--- src/rtl/pipe_stage_buffer.sv ---
// Pipeline-stage register with valid/ready handshake and a 2-entry skid.
// Supports a hazard stall that freezes the stage and a flush that injects a bubble.
module pipe_stage_buffer #(
   parameter int                DATA_W      = 64,
   parameter logic [DATA_W-1:0] BUBBLE_DATA = '0
) (
   input  logic              clk,
   input  logic              reset,
   input  logic              in_valid,
   output logic              in_ready,
   input  logic [DATA_W-1:0] in_data,
   input  logic              stall,
   input  logic              flush,
   output logic              out_valid,
   input  logic              out_ready,
   output logic [DATA_W-1:0] out_data,
   output logic [1:0]        occupancy
);

   // state | meaning
   // EMPTY | no entries held, out_valid low
   // ONE   | main register holds the live entry
   // FULL  | main holds the oldest entry, skid holds the next one
   typedef enum logic [1:0] {
      EMPTY = 2'd0,
      ONE   = 2'd1,
      FULL  = 2'd2
   } state_t;

   state_t            state_q, state_d;
   logic [DATA_W-1:0] main_q, main_d;
   logic [DATA_W-1:0] skid_q, skid_d;
   logic              pop;
   logic              accept;

   assign in_ready  = (state_q != FULL) & ~stall & ~reset;
   assign out_valid = (state_q != EMPTY);
   assign pop       = out_valid & out_ready & ~stall;
   assign accept    = in_valid & in_ready;
   assign out_data  = main_q;
   assign occupancy = state_q;

   always_comb begin
      state_d = state_q;
      main_d  = main_q;
      skid_d  = skid_q;
      if (flush) begin
         state_d = EMPTY;
         main_d  = BUBBLE_DATA;
         skid_d  = BUBBLE_DATA;
      end else if (!stall) begin
         unique case (state_q)
            EMPTY: begin
               if (accept) begin
                  state_d = ONE;
                  main_d  = in_data;
               end
            end
            ONE: begin
               if (accept && pop) begin
                  main_d = in_data;
               end else if (accept) begin
                  state_d = FULL;
                  skid_d  = in_data;
               end else if (pop) begin
                  state_d = EMPTY;
               end
            end
            FULL: begin
               if (pop) begin
                  state_d = ONE;
                  main_d  = skid_q;
               end
            end
            default: state_d = EMPTY;
         endcase
      end
   end

   always_ff @(posedge clk) begin
      if (reset) begin
         state_q <= EMPTY;
         main_q  <= BUBBLE_DATA;
         skid_q  <= BUBBLE_DATA;
      end else begin
         state_q <= state_d;
         main_q  <= main_d;
         skid_q  <= skid_d;
      end
   end

`ifndef SYNTHESIS
   always @(posedge clk) begin
      if (!reset) begin
         assert (!(pop && state_q == EMPTY));
         assert (!(accept && state_q == FULL));
      end
   end
`endif

endmodule

--- config.mk ---
export PLATFORM = sky130hd
export DESIGN_NAME = pipe_stage_buffer
export DESIGN_NICKNAME = d
export VERILOG_FILES = /design/src/rtl/pipe_stage_buffer.sv
export SDC_FILE = /design/constraint.sdc
export NUM_CORES = 1
export LEC_CHECK = 0
export BUFFER_PORTS_ARGS = -buffer_cell sky130_fd_sc_hd__buf_2
export CORE_ASPECT_RATIO = 1.25
export CORE_UTILIZATION = 57
export DETAILED_ROUTE_END_ITERATION = 10
export GPL_ROUTABILITY_DRIVEN = 0
export PLACE_DENSITY = 0.89
export SLEW_MARGIN = 10
export SYNTH_ARGS = -nofsm -noshare
export SYNTH_HDL_FRONTEND = slang
export SYNTH_SLANG_ARGS = --single-unit
--- constraint.sdc ---
create_clock -name clk -period 4.75 [get_ports clk]
set_clock_uncertainty 0.05 [all_clocks]
set_input_delay 0.7125 -clock clk [delete_from_list [all_inputs] [get_ports clk]]
set_output_delay 0.7125 -clock clk [all_outputs]
set_load 0.02 [all_outputs]
# ---- Yosys cells after proc, flatten, opt, wreduce, memory -nomap -nowiden
# Index checks and enable logic that the tools add are counted.
dict set report op_classes {
  n_reduce_logical 8
  muxes 10
  n_eq_ne 8
  bitwise 8
}
# cell n
set ops {}
lappend ops {{2-to-1 mux 64 bit} 3}
lappend ops {{one-hot mux 64 bit (3 select lines)} 1}
lappend ops {{2-to-1 mux 2 bit} 5}
lappend ops {{!= test 2 bit, second input constant} 5}
lappend ops {{AND reduction 5 bit} 2}
lappend ops {{one-hot mux 2 bit (3 select lines)} 1}
lappend ops {{AND 1 bit} 5}
lappend ops {{AND reduction 4 bit} 1}
lappend ops {{!= test 3 bit, second input constant} 1}
lappend ops {{NOT 1 bit} 3}
lappend ops {{nonzero test 3 bit} 1}
lappend ops {{== test 2 x 1 -> 1 bit, second input constant} 1}
lappend ops {{== test 2 bit, second input constant} 1}
lappend ops {{zero test 2 bit} 1}
lappend ops {{nonzero test 2 bit} 1}
lappend ops {{OR reduction 2 bit} 1}
lappend ops {{logical AND 1 bit} 1}
dict set report totals {
  out_inout_bits 68
  register_bits 130
}

# ---- Longest topological paths before layout
# Gate-level depths: netlist of run 1.
dict set report depth {
  depth_word 7
  mapped_depth 6
}

# ---- Least setup slack after synthesis of run 1
# No wires, ideal clock.
dict set report synth_timing {
  kind {register -> output}
  start {register state_q[0] (netlist: occupancy[0])}
  end {output port in_ready}
  stages_incl_launch_ff 5
  arrival_time_ns 1.697
  slack_ns 2.291
  cell_sequence {dfxtp_1 > nand2b_1 > buf_2 > buf_2 > nor3b_1}
}
dict set report synth_between {
  elab_chain_cells 3
}
# element line_no
set synth_lines {}
lappend synth_lines {{start: declaration} 30} ;# state_t state_q, state_d;
lappend synth_lines {{start signal: assignment} 86} ;# state_q <= state_d;
lappend synth_lines {{!= test 2 bit} 36} ;# assign in_ready = (state_q != FULL) & ~stall & ~reset;
lappend synth_lines {{AND 1 bit (2 in series)} 36}
lappend synth_lines {{end: declaration} 10} ;# output logic in_ready,
# No other way between the ends.

# ---- Worst setup path in the final report of run 1
dict set report layout_timing {
  start {input port stall}
  end {register main_q[19] (netlist: out_data[19])}
}
dict set report layout_between {
  elab_chain_cells 7
  word_cells_on_any_way 10
  classes_between {3 x eq/ne; 5 x bitwise; 2 x reduce/logical}
}
# element line_no
set layout_lines {}
lappend layout_lines {{start: declaration} 12} ;# input logic stall,
lappend layout_lines {{NOT 1 bit (no line) *} n/a}
lappend layout_lines {{AND 1 bit (2 in series)} 36}
lappend layout_lines {{AND 1 bit} 39} ;# assign accept = in_valid & in_ready;
lappend layout_lines {{logical AND 1 bit} 60} ;# if (accept && pop) begin
lappend layout_lines {{!= test 2 bit (no line)} n/a}
lappend layout_lines {{AND reduction 5 bit (no line) *} n/a}
lappend layout_lines {{end signal: assignment} 87} ;# main_q <= main_d;
lappend layout_lines {{end: declaration} 31} ;# logic [DATA_W-1:0] main_q, main_d;
# Every way passes the cells marked *; elsewhere a longest branch is shown, timed or not.
# A chain may end at the register's enable or synchronous reset.

==> results of run 1 <==
[layer usage]
metal | part of all wire | global-route usage
met3 | 0.062 | 0.0961
met2 | 0.53 | 0.448
met4 | 0.020 | 0.111
met1 | 0.39 | 0.292
met5 | 0 | 0
[synth_stat cells, drive strengths merged, types with 2 or more instances]
master and number:
or2 2, nand2 129, a211oi 65, nand2b 2, mux2i 64, nor2b 2
a21oi 67, dfxtp 130, nor2 67, clkbuf 24, buf 26
[cell type report]
cell class	count	share of cell area
Clock buffer	18	0.0650
Tap cell	123	0.0228
Multi-Input combinational cell	406	0.386
Sequential cell	130	0.385
Timing Repair Buffer	144	0.109
Clock inverter	14	0.0313
Inverter	1	0.000556
[worst reg2reg max path, cell delays in order, from the launching register on]
cell	delay [ps]
dfxtp_1	400
or4b_1	610
o32ai_4	130
buf_4	880
nor2_1	270
a211oi_2	240
[where the power goes]
| part | switching [mW] | internal, mW |
|---|---|---|
| logic | 0.109 | 0.0612 |
| registers | 0.00724 | 1.10 |
| clock network | 0.482 | 0.943 |
| total | 0.598 | 2.11 |
[logic make-up after synthesis]
| family | synth area share |
|---|---|
| DFF | 0.479 |
| xor gates and xnor gates | 0.00161 |
| AOI/OAI and AO/OA | 0.205 |
| buffers and inverters | 0.0483 |
| muxes | 0.118 |
| and+or+nand+nor | 0.149 |
[flip-flops by register name (all words and copies together) (netlist names)]
| name | cells |
|---|---|
| out_data | 64 |
| skid_q | 64 |
| occupancy | 2 |
[worst min path at each step]
stage,start,endpoint,cells after the start
2_1_floorplan,skid_q[0]$_SDFFE_PP0P_,skid_q[0]$_SDFFE_PP0P_,2
3_3_place_gp,skid_q[10]$_SDFFE_PP0P_,skid_q[10]$_SDFFE_PP0P_,2
3_5_place_dp,skid_q[21]$_SDFFE_PP0P_,skid_q[21]$_SDFFE_PP0P_,2
4_1_cts,skid_q[21]$_SDFFE_PP0P_,skid_q[21]$_SDFFE_PP0P_,2
5_1_grt,skid_q[34]$_SDFFE_PP0P_,skid_q[34]$_SDFFE_PP0P_,2
6_report,skid_q[21]$_SDFFE_PP0P_,skid_q[21]$_SDFFE_PP0P_,2
==> Flow_metrics.wiki, run 1 <==
{| class="wikitable"
! Metric !! Value
|-
| Area leader, netlist || dfxtp_1
|-
| Total congestion overflow after global routing || 0
|-
| Cell with the largest stage delay on the worst path || buf_4
|-
| Total area of multi-input combinational cells || 2610 sq um
|-
| Pins over their slew limit || 0
|-
| Total Negative Setup Slacks || 0 ps
|-
| Cells after synthesis || 587
|-
| Post-place instance area || 6110 sq um
|-
| Standard-cell row count || 39
|-
| Total inserted antenna cells || 0
|-
| Status || completed
|-
| Area share of the largest cell type after synthesis || 0.479
|-
| Startpoint type of the worst setup path || input pin
|-
| Netlist area before placement || 5440 sq um
|-
| RSZ-0062 raised after global routing || false
|-
| Finished Layout Cells || 836
|-
| First-pass GRT wire length || 20400 microns
|-
| Average size of a mapped cell || 9.26 sq um
|-
| WS Path Type || in2reg
|-
| Highest clock frequency the design can meet || 0.375 GHz
|-
| Count of endpoints failing setup in the final report || 0
|-
| Total number of nets in the final design || 770
|-
| Overall routing resource usage || 0.265
|-
| DR iter-0 viols || 207
|-
| ANT nets after route || 0
|-
| Initial core utilization || 0.590
|-
| Cell family with the largest share of critical-path delay || buffers and inverters
|-
| Number of enable flip-flop cells after synthesis || 0
|-
| Cell count of the worst reg-to-reg path || 5
|-
| Sequential share of the synthesized area || 0.479
|-
| Transition time of the tightest slew-check pin || 1170 ps
|-
| Utilization after layout || 0.733
|-
| Die Y-Extent || 111 microns
|-
| Vias after detailed routing || 4581
|-
| Post-CTS Setup Inserts || 0
|-
| Clock-pin slew reported for the worst setup and hold paths after clock tree synthesis || 60 ps
|-
| Ys async rst share || 0
|-
| Per-cell via count in the routed design || 5.48
|-
| Dominant register cell in the synthesized netlist || dfxtp_1
|-
| Worst reg2reg setup slack || 2090 ps
|-
| Count of buffering cells on the critical path with inverters included || 2
|-
| Number of warnings printed during yosys synthesis || 0
|-
| Biggest cell delay along the critical path || 880 ps
|-
| Area grow syn2layout || 24.3%
|-
| Endpoint of the worst-slack reg-to-reg timing path || out_data[19]$_SDFFE_PP0P_
|-
| Final worst path period need || 2660 ps
|-
| P per Cell Area || 400 nW/um^2
|-
| First-pass DRT Iterations || 4
|-
| Post-route clock period utilization || 0.561
|-
| CP Depth || 6
|-
| Endpoint type of the worst setup path || flop
|-
| Total of buffers placed on input and output ports || 137
|-
| Number of max-cap violations || 0
|-
| Endpoint arrival time on the critical path || 2940 ps
|-
| Crit-path max FO || 92
|-
| H-tree Lvls || 4
|-
| Standby leakage power || 2.98 nW
|-
| Launch instance of the worst register-to-register path || occupancy[1]$_SDFFE_PP0P_
|-
| Floorplan core area || 9220 sq um
|-
| Die area || 9940 sq um
|-
| Post-route standard cell area excluding fillers || 6760 sq um
|-
| Register cell area after layout || 2600 sq um
|-
| Vias in the first global route || 4508
|-
| Synthesized net count || 657
|-
| Number of primary I/O pins || 138
|-
| Startpoint of the worst setup timing path || stall
|-
| Final-layout fill cell count || 645
|-
| Yosys cell types || 24
|-
| CTS resizes || 0
|-
| Required time reported for the critical path endpoint || 5030 ps
|-
| Inserted Clock Buffers || 17
|-
| Slew headroom || 0.222
|-
| Number of synthesized register bits || 130
|-
| Critical Path, Cell by Cell || buf_2 > or4b_1 > o32ai_4 > buf_4 > nor2_1 > a211oi_2
|-
| Clock insertion delay at the later pin of the skew report || 410 ps
|-
| Root Buffer || clkbuf_16
|-
| DRC violation count after routing || 0
|-
| Initial antenna violation count || 0
|-
| Leading cell type in the layout, fill and taps excluded || buf_2
|-
| Hold_ws || 403 ps
|-
| Fraction of final layout cells with drive strength greater than 1 || 0.334
|-
| Final hold violation count || 0
|-
| Worst VDD drop || 0.000276 V
|-
| Worst-case clock buffer depth || 2
|-
| Worst Setup EP || out_data[19]$_SDFFE_PP0P_
|-
| Final routed wire length divided by cell count || 15.4 microns
|-
| Setup slack after placement || 1710 ps
|-
| Maximum number of pins on one net before global-route repair || 93
|-
| CTS sink cnt || 130
|-
| Worst min-delay path category || reg2reg
|-
| Horiz. Die Dim || 89.4 microns
|-
| Total wire length || 12900 microns
|-
| Post-cts hold buffer count || 0
|-
| CTS tree || done
|-
| Largest cells by area after synthesis || dfxtp_1 (48%), a211oi_2 (13%), mux2i_1 (12%)
|-
| Design Power || 2.71 mW
|-
| Hpwl dp || 8170 microns
|-
| Min setup slack post-route || 2090 ps
|-
| Placed cell count || 804
|-
| Most used cells in the layout excluding fill and tap cells || buf_2 (137), dfxtp_1 (130), nand2_1 (129)
|}
Power figures use the tool's default switching activity.
==> inputs of run 2 (changes only) <==
--- a/config.mk
+++ b/config.mk
@@ -7,10 +7,10 @@
 export LEC_CHECK = 0
 export BUFFER_PORTS_ARGS = -buffer_cell sky130_fd_sc_hd__buf_2
 export CORE_ASPECT_RATIO = 1.25
-export CORE_UTILIZATION = 57
+export CORE_UTILIZATION = 53
 export DETAILED_ROUTE_END_ITERATION = 10
 export GPL_ROUTABILITY_DRIVEN = 0
-export PLACE_DENSITY = 0.89
+export PLACE_DENSITY = 0.84
 export SLEW_MARGIN = 10
 export SYNTH_ARGS = -nofsm -noshare
 export SYNTH_HDL_FRONTEND = slang
==> constraint.sdc (replaced) <==
create_clock -name clk -period 2.5 [get_ports clk]
set_clock_uncertainty 0.05 [all_clocks]
set_input_delay 0.375 -clock clk [delete_from_list [all_inputs] [get_ports clk]]
set_output_delay 0.375 -clock clk [all_outputs]
set_load 0.02 [all_outputs]
==> Flow_metrics.wiki, run 2 (synthesis gave the netlist of run 1 again) <==
{| class="wikitable"
! Metric !! Value
|-
| Status || completed
|-
| Die Y-Extent || 115 microns
|-
| Count of endpoints failing setup in the final report || 0
|-
| Endpoint type of the worst setup path || output port
|-
| Crit-path max FO || 27
|-
| WS Path Type || reg2out
|-
| Total wire length || 12700 microns
|-
| DRC violation count after routing || 0
|-
| Pins over their slew limit || 0
|-
| CTS resizes || 0
|-
| Worst min-delay path category || in2reg
|-
| Required time reported for the critical path endpoint || 2080 ps
|-
| Final routed wire length divided by cell count || 14.9 microns
|-
| Post-route clock period utilization || 0.891
|-
| Most used cells in the layout excluding fill and tap cells || buf_2 (137), dfxtp_1 (130), nand2_1 (129)
|-
| CTS sink cnt || 130
|-
| Final hold violation count || 0
|-
| Leading cell type in the layout, fill and taps excluded || buf_2
|-
| H-tree Lvls || 4
|-
| Critical Path, Cell by Cell || nand2b_4 > nor3b_1 > buf_2
|-
| P per Cell Area || 740 nW/um^2
|-
| Number of max-cap violations || 0
|-
| Post-CTS Setup Inserts || 0
|-
| Area grow syn2layout || 26.0%
|-
| Floorplan core area || 10100 sq um
|-
| Total of buffers placed on input and output ports || 137
|-
| Standard-cell row count || 41
|-
| Horiz. Die Dim || 92.6 microns
|-
| Finished Layout Cells || 849
|-
| Hpwl dp || 8410 microns
|-
| Fraction of final layout cells with drive strength greater than 1 || 0.339
|-
| Initial antenna violation count || 1
|-
| Maximum number of pins on one net before global-route repair || 87
|-
| Per-cell via count in the routed design || 5.38
|-
| Transition time of the tightest slew-check pin || 1130 ps
|-
| Root Buffer || clkbuf_16
|-
| Standby leakage power || 3.02 nW
|-
| Total Negative Setup Slacks || 0 ps
|-
| Die area || 10700 sq um
|-
| RSZ-0062 raised after global routing || false
|-
| Highest clock frequency the design can meet || 0.449 GHz
|-
| Slew headroom || 0.246
|-
| Placed cell count || 817
|-
| Hold_ws || 159 ps
|-
| Inserted Clock Buffers || 17
|-
| Worst-case clock buffer depth || 2
|-
| Vias after detailed routing || 4568
|-
| Total number of nets in the final design || 777
|-
| Worst VDD drop || 0.000483 V
|-
| CTS tree || done
|-
| Vias in the first global route || 4328
|-
| Clock-pin slew reported for the worst setup and hold paths after clock tree synthesis || 60 ps
|-
| DR iter-0 viols || 223
|-
| Cell with the largest stage delay on the worst path || nand2b_4
|-
| Startpoint type of the worst setup path || flop
|-
| Total inserted antenna cells || 0
|-
| Final worst path period need || 2230 ps
|-
| Post-cts hold buffer count || 0
|-
| Clock insertion delay at the later pin of the skew report || 410 ps
|-
| First-pass DRT Iterations || 5
|-
| Design Power || 5.07 mW
|-
| Initial core utilization || 0.541
|-
| ANT nets after route || 0
|-
| First-pass GRT wire length || 20300 microns
|-
| Number of primary I/O pins || 138
|-
| Biggest cell delay along the critical path || 500 ps
|-
| Endpoint arrival time on the critical path || 1800 ps
|-
| Overall routing resource usage || 0.243
|-
| Total congestion overflow after global routing || 0
|}
-- run 2: path summary, 6_finish.rpt --
| path | from | slack [ps] | depth (start not counted) | to |
|---|---|---|---|---|
| hold reg to reg | skid_q[12]$_SDFFE_PP0P_ | 400 | 2 | skid_q[12]$_SDFFE_PP0P_ |
| setup / recovery | occupancy[0]$_SDFFE_PP0P_ | 270 | 3 | in_ready |
| hold / removal | in_data[49] | 160 | 3 | skid_q[49]$_SDFFE_PP0P_ |
| setup reg to reg | occupancy[0]$_SDFFE_PP0P_ | 350 | 5 | skid_q[3]$_SDFFE_PP0P_ |
-- run 2: metal layers --
metal,global-route usage,wire (microns)
met2,0.413,6460
met3,0.0767,823
met4,0.0948,151
met1,0.287,5230
met5,0,0
-- run 2: where the power goes --
part | leakage [nW] | total, mW | internal [mW] | switching (mW)
Clock | 0.307 | 2.63 | 1.73 | 0.908
Combinational | 1.67 | 0.329 | 0.122 | 0.207
Sequential | 1.05 | 2.11 | 2.10 | 0.0143
-- run 2: per-stage QoR --
stage | cell area, sq um | util | setup WS [ps]
6_report | 6850 | 0.682 | 273
5_1_grt | 6850 | 0.682 | 128
4_1_cts | 6850 | 0.682 | 201
3_5_place_dp | 6220 | 0.618 | 263
3_3_place_gp | 6220 | 0.618 | 389
2_1_floorplan | 5440 | - | 378
-- run 2: layout make-up --
class | count | area (sq um)
well taps | 129 | 161
fillers | 818 | 3200
inverters | 1 | 3.75
clock inverters | 12 | 180
repair buffers | 151 | 841
multi-input cells | 406 | 2610
flip-flops and latches | 130 | 2600
clock buffers | 20 | 457
-- run 2: worst max-delay path, delay by kind of cell, from the launching register on --
family / cells / cell delay [ps]
AND/OR/NAND/NOR: 2 / 750
flip-flops: 1 / 440
buffers and inverters: 1 / 200
